--- src/rtl/exc_ctrl.sv ---
// Exception/interrupt arbiter feeding CP0: picks the highest-priority MEM-stage event,
// emits a one-cycle cause/EPC/flush/redirect pulse and tracks exception nesting depth.
module exc_ctrl #(
    parameter logic [31:0] HANDLER_ADDR = 32'h0000_0080,
    parameter int unsigned DEPTH_MAX    = 7
) (
    input  logic        clk,
    input  logic        rst,
    input  logic        irq_in,
    input  logic        mem_valid,
    input  logic [31:0] mem_pc,
    input  logic        exc_sys,
    input  logic        exc_unimpl,
    input  logic        exc_ovf,
    input  logic        eret_in,
    input  logic        pipe_stall,
    input  logic [31:0] status_in,
    input  logic [31:0] epc_in,
    output logic [3:0]  sig_out,
    output logic        epc_wr,
    output logic [31:0] epc_val,
    output logic        eret_out,
    output logic        flush,
    output logic        redirect,
    output logic [31:0] redirect_pc,
    output logic        irq_pending,
    output logic [2:0]  depth,
    output logic        nest_ovf
);

    typedef enum logic [1:0] {IDLE, TAKE, ERET} state_t;

    localparam logic [2:0] DepthMax = 3'(DEPTH_MAX);

    state_t      state_q, state_d;
    logic        irqMeta_q, irqSync_q, irqPrev_q;
    logic        pending_q, pending_d;
    logic [2:0]  depth_q, depth_d;
    logic        nestOvf_q, nestOvf_d;
    logic [3:0]  sig_q, sig_d;
    logic [31:0] epcVal_q, epcVal_d;
    logic [31:0] eretPc_q, eretPc_d;

    logic        irqEdge;
    logic        evalOk;
    logic        intReq;
    logic        takeEntry;
    logic        unusedStatus;

    assign irqEdge      = irqSync_q & ~irqPrev_q;
    assign evalOk       = (state_q == IDLE) && mem_valid && !pipe_stall;
    assign intReq       = pending_q & status_in[0];
    assign unusedStatus = ^status_in[31:1];

    always_ff @(posedge clk or posedge rst) begin
        if (rst) begin
            state_q   <= IDLE;
            irqMeta_q <= 1'b0;
            irqSync_q <= 1'b0;
            irqPrev_q <= 1'b0;
            pending_q <= 1'b0;
            depth_q   <= 3'd0;
            nestOvf_q <= 1'b0;
            sig_q     <= 4'd0;
            epcVal_q  <= 32'd0;
            eretPc_q  <= 32'd0;
        end else begin
            state_q   <= state_d;
            irqMeta_q <= irq_in;
            irqSync_q <= irqMeta_q;
            irqPrev_q <= irqSync_q;
            pending_q <= pending_d;
            depth_q   <= depth_d;
            nestOvf_q <= nestOvf_d;
            sig_q     <= sig_d;
            epcVal_q  <= epcVal_d;
            eretPc_q  <= eretPc_d;
        end
    end

    // Priority chain: ovf > unimpl > sys > eret > interrupt; TAKE/ERET ignore all inputs.
    always_comb begin
        state_d   = state_q;
        pending_d = pending_q | irqEdge;
        depth_d   = depth_q;
        nestOvf_d = nestOvf_q;
        sig_d     = sig_q;
        epcVal_d  = epcVal_q;
        eretPc_d  = eretPc_q;
        takeEntry = 1'b0;
        case (state_q)
            IDLE: begin
                if (evalOk) begin
                    if (exc_ovf) begin
                        takeEntry = 1'b1;
                        sig_d     = 4'b1000;
                        epcVal_d  = mem_pc;
                    end else if (exc_unimpl) begin
                        takeEntry = 1'b1;
                        sig_d     = 4'b0100;
                        epcVal_d  = mem_pc;
                    end else if (exc_sys) begin
                        takeEntry = 1'b1;
                        sig_d     = 4'b0010;
                        epcVal_d  = mem_pc + 32'd4;
                    end else if (eret_in) begin
                        state_d  = ERET;
                        eretPc_d = epc_in;
                        if (depth_q != 3'd0) begin
                            depth_d = depth_q - 3'd1;
                        end
                    end else if (intReq) begin
                        takeEntry = 1'b1;
                        sig_d     = 4'b0001;
                        epcVal_d  = mem_pc;
                        pending_d = 1'b0;
                    end
                end
                if (takeEntry) begin
                    state_d = TAKE;
                    if (depth_q == DepthMax) begin
                        nestOvf_d = 1'b1;
                    end else begin
                        depth_d = depth_q + 3'd1;
                    end
                end
            end
            default: state_d = IDLE;
        endcase
    end

    always_comb begin
        sig_out     = 4'd0;
        epc_wr      = 1'b0;
        epc_val     = 32'd0;
        eret_out    = 1'b0;
        flush       = 1'b0;
        redirect    = 1'b0;
        redirect_pc = 32'd0;
        case (state_q)
            TAKE: begin
                sig_out     = sig_q;
                epc_wr      = 1'b1;
                epc_val     = epcVal_q;
                flush       = 1'b1;
                redirect    = 1'b1;
                redirect_pc = HANDLER_ADDR;
            end
            ERET: begin
                eret_out    = 1'b1;
                flush       = 1'b1;
                redirect    = 1'b1;
                redirect_pc = eretPc_q;
            end
            default: ;
        endcase
    end

    assign irq_pending = pending_q;
    assign depth       = depth_q;
    assign nest_ovf    = nestOvf_q;

endmodule

--- config.mk ---
export PLATFORM = sky130hd
export DESIGN_NAME = exc_ctrl
export DESIGN_NICKNAME = d
export VERILOG_FILES = /design/src/rtl/exc_ctrl.sv
export SDC_FILE = /design/constraint.sdc
export NUM_CORES = 1
export LEC_CHECK = 0
export BUFFER_PORTS_ARGS = -buffer_cell sky130_fd_sc_hd__clkbuf_2
export CAP_MARGIN = 20
export CELL_PAD_IN_SITES_DETAIL_PLACEMENT = 1
export CELL_PAD_IN_SITES_GLOBAL_PLACEMENT = 1
export CORE_MARGIN = 5
export CORE_UTILIZATION = 30
export DETAILED_ROUTE_END_ITERATION = 7
export PLACE_DENSITY_LB_ADDON = 0.1
export SLEW_MARGIN = 40
export SYNTH_ARGS = -nofsm -noshare
export SYNTH_HDL_FRONTEND = slang
export SYNTH_SLANG_ARGS = --single-unit
--- constraint.sdc ---
create_clock -name clk -period 4 [get_ports clk]
set_input_delay 0.8 -clock clk [delete_from_list [all_inputs] [get_ports clk]]
set_output_delay 0.8 -clock clk [all_outputs]
set_load 0.01 [all_outputs]
==> results by group, run 1 <==
Status
  • Status: completed

Placement
  • Dpl cells: roughly 740
  • Post-placement cell area: 5151 um2
  • Final Wtd Congestion: 0.7551
  • Post-DP HPWL: between 9000 and 10000 um
  • # port buffers: 150

Timing
  • Min Tclk post-route: between 2 and 3 ns
  • TNS Setup: 0 ns
  • Clk_skew: 0.004014 ns
  • Final hold vios: 0
  • RSZ-0062 raised after global routing: false
  • Pins Over Slew Limit: 0
  • Setup violations, final: 0
  • Peak Freq: around 360 MHz
  • Final period util: ~69%
  • Slew Limit Headroom: 55.66%
  • Worst Tran Pin Value: around 0.66 ns

Clock network
  • Htree depth: 3
  • CTS tree: built
  • Quantity of gates resized following cts: 0
  • Clk buf depth: 2
  • Hold Buf Count CTS: 0
  • Clk pin slew, worst setup/hold paths: around 0.06 ns
  • Clk root buf: clkbuf_16
  • Worst skew pair latency: 0.34 ns
  • Clock Sinks: 78
  • CTS Buf Count: 9
  • Setup Buffers After CTS: 0

Routing
  • DRC Markers: 0
  • Vias post-DR: 3758
  • Antenna Nets Post-Route: 0
  • Drt initial violations: 155
  • First drt pass iteration count: 4
  • Wire length after detailed routing: around 12000 um
  • Drt wl/cell: between 15 and 20 um
  • Post-DR vias/cell: approximately 5

Worst setup path
  • Critical path fanouts, max: 25
  • Critical path class: flop to primary output
  • Worst r2r path cells: 7
  • Type of origin of the critical path: flop
  • Worst Setup SP: state_q[1]
  • FF-to-FF setup slack: between 1.5 and 2 ns
  • Crit path to: redirect_pc[7]
  • Critical Path RT: about 3.2 ns
  • CP endpoint kind: primary output
  • Worst flop-to-flop path endpoint: depth[2]
  • Critical R2R Launch: state_q[0]
  • Worst Path Arrival: roughly 2.0 ns

Global route
  • Vias in the first global route: roughly 4000
  • Grt total ovfl: 0
  • Gr usage total: between 15 and 20%
  • First-pass GRT wire length: approximately 20000 um
  • Initial antenna violation count: 0
  • Largest net degree at the start of global routing: 39

Power and ir drop
  • Cell Pwr Density: 557.3 nW/um2
  • Static Leak: roughly 2.7 nW
  • Max rail drop VDD: between 0.0002 and 0.00025 V
  • Pwr Total: 3.032 mW

Yosys
  • Distinct cells, synth: between 40 and 50
  • Ys flop type: dfrtp_1
  • Number of enable flip-flop cells after synthesis: 0
  • Netlist Area Pre-Place: between 4000 and 5000 um2
  • Async set-reset flop share out of synthesis: 100.0%
  • Sequential area share after synthesis: around 46%
  • Syn avg cell area: between 9 and 10 um2
  • Synthesized instance count: between 400 and 500
  • #FFs+latches synth: a little under 80
  • Synth warn: 0
  • Syn_nets: 540

Hold path
  • Worst hold path class: flop to flop

Layout
  • # nets final: just under 700
  • # fillers: 1640
  • Area delta synth->final: 28.74%
  • Layout cell share with drive strength beyond 1: 37.70%
  • Non-filler instance count after layout: around 750
  • Antenna Diode Count: 0
  • Design Area, Final: around 5400 um2

Floorplan
  • Core area: 13830 um2
  • Die footprint: between 15000 and 20000 um2
  • DIE WIDTH: ~130 um
  • Starting density of the core: between 30% and 40%
  • Row count: 43
  • Die Y: between 100 and 150 um
  • # IOs: ~180

Job
  • Maxcap violations: 0
metrics by stage:
stage / setup WS [ns] / hold WS (ns) / utilization, %
global placement: 0.9930 / 0.3335 / 37.11
finish: 1.226 / 0.3566 / 39.35
detailed placement: 0.9711 / 0.3471 / 37.25
floorplan: 1.205 / 0.3312 / -
CTS: 1.148 / 0.3609 / 39.35
global route: 1.001 / 0.3618 / 39.35
logic make-up after synthesis:
group	after synthesis	share of synthesized area, %
muxes	33	8.763
buffers and inverters	37	3.937
xor gates and xnor gates	12	2.487
AOI/OAI and AO/OA	64	9.355
adders and majority gates	8	2.368
and+or+nand+nor	195	26.91
DFF	78	46.18
layout make-up:
type / instances / area [um2] / area share (%)
clock buffers: 9 / 225.2 / 4.139
clock inverters: 7 / 65.06 / 1.196
inverters: 11 / 42.54 / 0.7818
multi-input cells: 312 / 2128 / 39.11
flip-flops and latches: 78 / 1952 / 35.87
well taps: 180 / 225.2 / 4.139
repair buffers: 156 / 803.3 / 14.76
sequential cells by signal (all words and copies together), names as in the netlist:
register,count
sig_q,4
nest_ovf,1
irqSync_q,1
epcVal_q,32
state_q,2
irqPrev_q,1
eretPc_q,32
irq_pending,1
irqMeta_q,1
depth,3
routing by layer:
layer	vias to the layer above	GRT usage, %	share of wire [%]
met4	0	5.621	1.7
li1	1819	-	-
met3	16	3.155	6.1
met2	106	24.63	48
met5	-	0	0
met1	1817	19.67	44
how the worst min path moves through the flow:
stage / endpoint / cells after the start / from
after floorplan: irqSync_q / 0 / irqMeta_q
after global placement: irqSync_q / 0 / irqMeta_q
after detailed placement: irqSync_q / 0 / irqMeta_q
after CTS: irqSync_q / 0 / irqMeta_q
after global routing: irqSync_q / 0 / irqMeta_q
final: irqSync_q / 0 / irqMeta_q
cell usage after synthesis, drive strengths merged (2+ instances only):
| master | number | area [um2] |
|---|---|---|
| dfrtp | 78 | 1952 |
| and2 | 37 | 231.5 |
| nand2 | 36 | 135.1 |
| and3 | 35 | 220.2 |
| mux2 | 32 | 360.4 |
| o21ai | 21 | 105.1 |
| clkbuf | 18 | 67.56 |
| nor2 | 18 | 67.56 |
| a31oi | 17 | 106.4 |
| nand3 | 13 | 70.07 |
| or4 | 13 | 97.59 |
| inv | 11 | 41.29 |
| nand4 | 10 | 62.56 |
| or3 | 9 | 57.56 |
| xnor2 | 9 | 78.83 |
| a21oi | 8 | 40.04 |
| buf | 8 | 57.55 |
| ha | 8 | 100.1 |
| o31ai | 8 | 60.06 |
| nand3b | 4 | 30.03 |
| nor3 | 4 | 20.02 |
| nor4 | 3 | 18.77 |
| xor2 | 3 | 26.28 |
| and3b | 2 | 17.52 |
| and4 | 2 | 17.52 |
| nand4bb | 2 | 38.79 |
| nor3b | 2 | 15.01 |
| o211ai | 2 | 15.01 |
critical path, cell delays in order (launching register included):
cell      delay, ns
dfrtp_1        0.40
inv_1          0.09
ha_1           0.43
buf_4          0.35
a21oi_1        0.08
nor2b_1        0.13
clkbuf_2       0.16
report_power, final:
group	total [mW]	internal (mW)	switching, mW	leakage (nW)
registers	1.21	1.07	0.136	0.960
clock network	0.807	0.478	0.329	0.141
logic	1.02	0.445	0.571	1.59
total	3.03	2.00	1.04	2.69
cell usage in the layout, fill, tap and decap left out, types with 2 or more instances in the layout:
| cell type | count |
|---|---|
| a21oi_1 | 7 |
| a31oi_1 | 17 |
| and2_1 | 37 |
| and3_1 | 34 |
| and3b_1 | 2 |
| and4_1 | 2 |
| buf_4 | 5 |
| clkbuf_16 | 9 |
| clkbuf_2 | 150 |
| clkinv_2 | 5 |
| clkinvlp_4 | 2 |
| dfrtp_1 | 78 |
| ha_1 | 6 |
| ha_2 | 2 |
| inv_1 | 10 |
| mux2_2 | 32 |
| nand2_1 | 36 |
| nand3_1 | 12 |
| nand3b_1 | 4 |
| nand4_1 | 10 |
| nor2_1 | 18 |
| nor3_1 | 4 |
| nor3b_1 | 2 |
| nor4_1 | 3 |
| o211ai_1 | 2 |
| o21ai_0 | 20 |
| o31ai_1 | 8 |
| or3_1 | 8 |
| or4_1 | 13 |
| xnor2_1 | 9 |
| xor2_1 | 3 |
No activity file was read; power rests on OpenSTA's default activity.
==> run 2: changes to the inputs <==
- clock period: 4 -> 2.24 ns (I/O delays scaled with it)
==> run 2 against run 1 <==
  * First-iteration DRC count decreased by 2.6%
  * Sequential power increased by 79%
  * Wire length increased by 0.84%
  * Core utilization increased by 2.0 points
  * Highest routed layer unchanged
  * Clock skew increased by 0.0047 ns
  * Clock-buffer cell count unchanged
  * Hold slack got worse by 0.21 ns
  * Combinational power increased by 85%
==> results by group, run 2 (synthesis results as in run 1) <==
Routing
  • Wire length after detailed routing: 12410 um (was 12310 um)
  • Post-DR vias/cell: 4.968 (was 4.991)
  • First drt pass iteration count: 4 (unchanged)
  • Vias post-DR: 3870 (was 3758)
  • DRC Markers: 0 (unchanged)
  • Drt initial violations: 151 (was 155)
  • Antenna Nets Post-Route: 0 (unchanged)
  • Drt wl/cell: 15.93 um (was 16.34 um)

Worst setup path
  • CP endpoint kind: primary output (unchanged)
  • Critical path class: flop to primary output (unchanged)
  • Worst Setup SP: state_q[0] (was state_q[1])
  • Worst r2r path cells: 7 (unchanged)
  • Crit path max-delay family: buffers and inverters (unchanged)
  • FF-to-FF setup slack: 0.25 ns (was 1.81 ns)
  • Critical path fanouts, max: 34 (was 25)
  • Crit path depth: 5 (was 6)
  • Peak per-stage delay on the critical path: 0.38 ns (was 0.43 ns)
  • Worst Path Buf+Inv: 3 (unchanged)
  • Type of origin of the critical path: flop (unchanged)
  • Worst flop-to-flop path endpoint: depth[2] (unchanged)
  • CP Cell Sequence: inv_1 -> ha_1 -> buf_6 -> and3_1 -> clkbuf_2 (was inv_1 -> ha_1 -> buf_4 -> a21oi_1 -> nor2b_1 -> clkbuf_2)
  • Worst Path Arrival: 1.65 ns (was 1.97 ns)
  • Critical Path RT: 1.79 ns (was 3.20 ns)
  • Crit path to: redirect_pc[20] (was redirect_pc[7])
  • Critical R2R Launch: state_q[0] (unchanged)
  • Slowest-stage cell, CP: dfrtp_1 (was ha_1)

Status
  • Status: completed (unchanged)

Power and ir drop
  • P_sw: 1.900 mW (was 1.036 mW)
  • Comb power frac: 33.4% (was 33.5%)
  • Reg power frac: 38.3% (was 39.9%)
  • Switching share of total power: 33.57% (was 34.17%)
  • Clock share of power: 28.3% (was 26.6%)
  • Static Leak: 2.839 nW (was 2.689 nW)
  • Pwr Total: 5.658 mW (was 3.032 mW)
  • Max rail drop VDD: 0.0003578 V (was 0.0002024 V)
  • Cell Pwr Density: 989.5 nW/um2 (was 557.3 nW/um2)
  • Cell Int Power: 3.759 mW (was 1.996 mW)

Timing
  • RSZ-0062 raised after global routing: false (unchanged)
  • Peak Freq: between 400 and 500 MHz
  • Setup violations, final: 0 (unchanged)
  • Final period util: 93.61%
  • Final hold vios: 0 (unchanged)
  • Pins Over Slew Limit: 0 (unchanged)
  • WHS: 0.1456 ns (was 0.3566 ns)
  • TNS Setup: 0 ns (unchanged)
  • Slew Limit Headroom: 58.32% (was 55.66%)
  • Min Tclk post-route: approximately 2.1 ns
  • Clk_skew: 0.008696 ns (was 0.004014 ns)
  • Worst Tran Pin Value: 0.6214 ns (was 0.6601 ns)

Floorplan
  • # IOs: 182 (unchanged)
  • Row count: 43 (unchanged)
  • Die Y: 128.7 um (unchanged)
  • Die footprint: 16560 um2 (unchanged)
  • DIE WIDTH: 128.7 um (unchanged)
  • Starting density of the core: 30.57% (unchanged)
  • Core area: 13830 um2 (unchanged)

Clock network
  • Clk root buf: clkbuf_16 (unchanged)
  • Hold Buf Count CTS: 0 (unchanged)
  • CTS tree: built (unchanged)
  • Clock Sinks: 78 (unchanged)
  • Htree depth: 3 (unchanged)
  • Worst skew pair latency: 0.34 ns (about the same)
  • Clk buf depth: 2 (unchanged)
  • CTS Buf Count: 9 (unchanged)
  • Clk pin slew, worst setup/hold paths: 0.06 ns (about the same)

Layout
  • Largest registers: epcVal_q (32), eretPc_q (32), sig_q (4) (unchanged)
  • Final Util: 41.35% (was 39.35%)
  • Commonest cells after routing, fill and taps aside: 150 x clkbuf_2, 78 x dfrtp_1, 37 x and2_1 (unchanged)
  • Antenna Diode Count: 0 (unchanged)
  • Layout cell share with drive strength beyond 1: 40.07% (was 37.70%)
  • # fillers: 1641 (was 1640)
  • # nets final: 707 (was 681)
  • Area of the multi-input gates: 2123 um2 (was 2128 um2)
  • Most common cell after layout, fill and taps aside: clkbuf_2 (unchanged)
  • Total area of sequential cells: 1952 um2 (unchanged)
  • Area delta synth->final: 35.29% (was 28.74%)

Placement
  • # port buffers: 150 (unchanged)
  • Final Wtd Congestion: 0.7689 (was 0.7551)
  • Post-DP HPWL: 9396 um (was 9200 um)

Global route
  • Largest net degree at the start of global routing: 45 (was 39)
  • Gr usage total: 15.31% (was 15.06%)
  • Grt total ovfl: 0 (unchanged)
  • First-pass GRT wire length: 20380 um (was 19900 um)
  • Initial antenna violation count: 0 (unchanged)
  • Vias in the first global route: 4110 (was 3981)

Hold path
  • Worst hold path class: input pin to asynchronous set/reset pin (was flop to flop)

Job
  • Maxcap violations: 0 (unchanged)
[run 2: metal layers]
layer	part of all wire, %	GRT usage [%]	vias to the layer above
met5	0	0	-
met4	1.4	5.003	0
met3	5.7	2.947	10
met2	49	25.95	96
met1	44	19.68	1893
li1	-	-	1871
[run 2: layout make-up]
class / instances / share of cell area, %
multi-input cells: 312 / 37.13
flip-flops and latches: 78 / 34.14
repair buffers: 182 / 18.34
clock buffers: 9 / 3.939
well taps: 180 / 3.939
clock inverters: 7 / 1.729
inverters: 11 / 0.7877
[run 2: through the flow]
stage	cells	area, um2	worst slack, ns
after global placement	763	5386	-0.1452
after floorplan	427	4230	0.04682
after CTS	779	5710	0.06630
after detailed placement	763	5386	-0.2270
final	779	5718	0.1432
after global routing	779	5718	0.04073
[run 2: worst min-delay path by stage]
stage          slack [ns]      start            to  cells past startpoint
6_report             0.15        rst  eretPc_q[22]                      2
5_1_grt              0.19        rst  eretPc_q[24]                      2
4_1_cts              0.16        rst  eretPc_q[22]                      2
3_5_place_dp         0.34  irqMeta_q     irqSync_q                      0
3_3_place_gp         0.33  irqMeta_q     irqSync_q                      0
2_1_floorplan        0.33  irqMeta_q     irqSync_q                      0
[run 2: power groups by stage]
stage	clock, mW	combinational [mW]	sequential [mW]
2_1_floorplan	0	1.15	2.13
3_3_place_gp	0	1.89	2.17
3_5_place_dp	0	1.93	2.20
4_1_cts	1.65	1.94	2.18
5_1_grt	1.71	2.13	2.24
6_report	1.60	1.89	2.17
[run 2: repair_timing]
action / CTS / global route
endpoints found under the setup margin: 0 / 17
endpoints found under the hold margin: 0 / 0
setup buffers: 0 / 0
resized for setup: 0 / 2
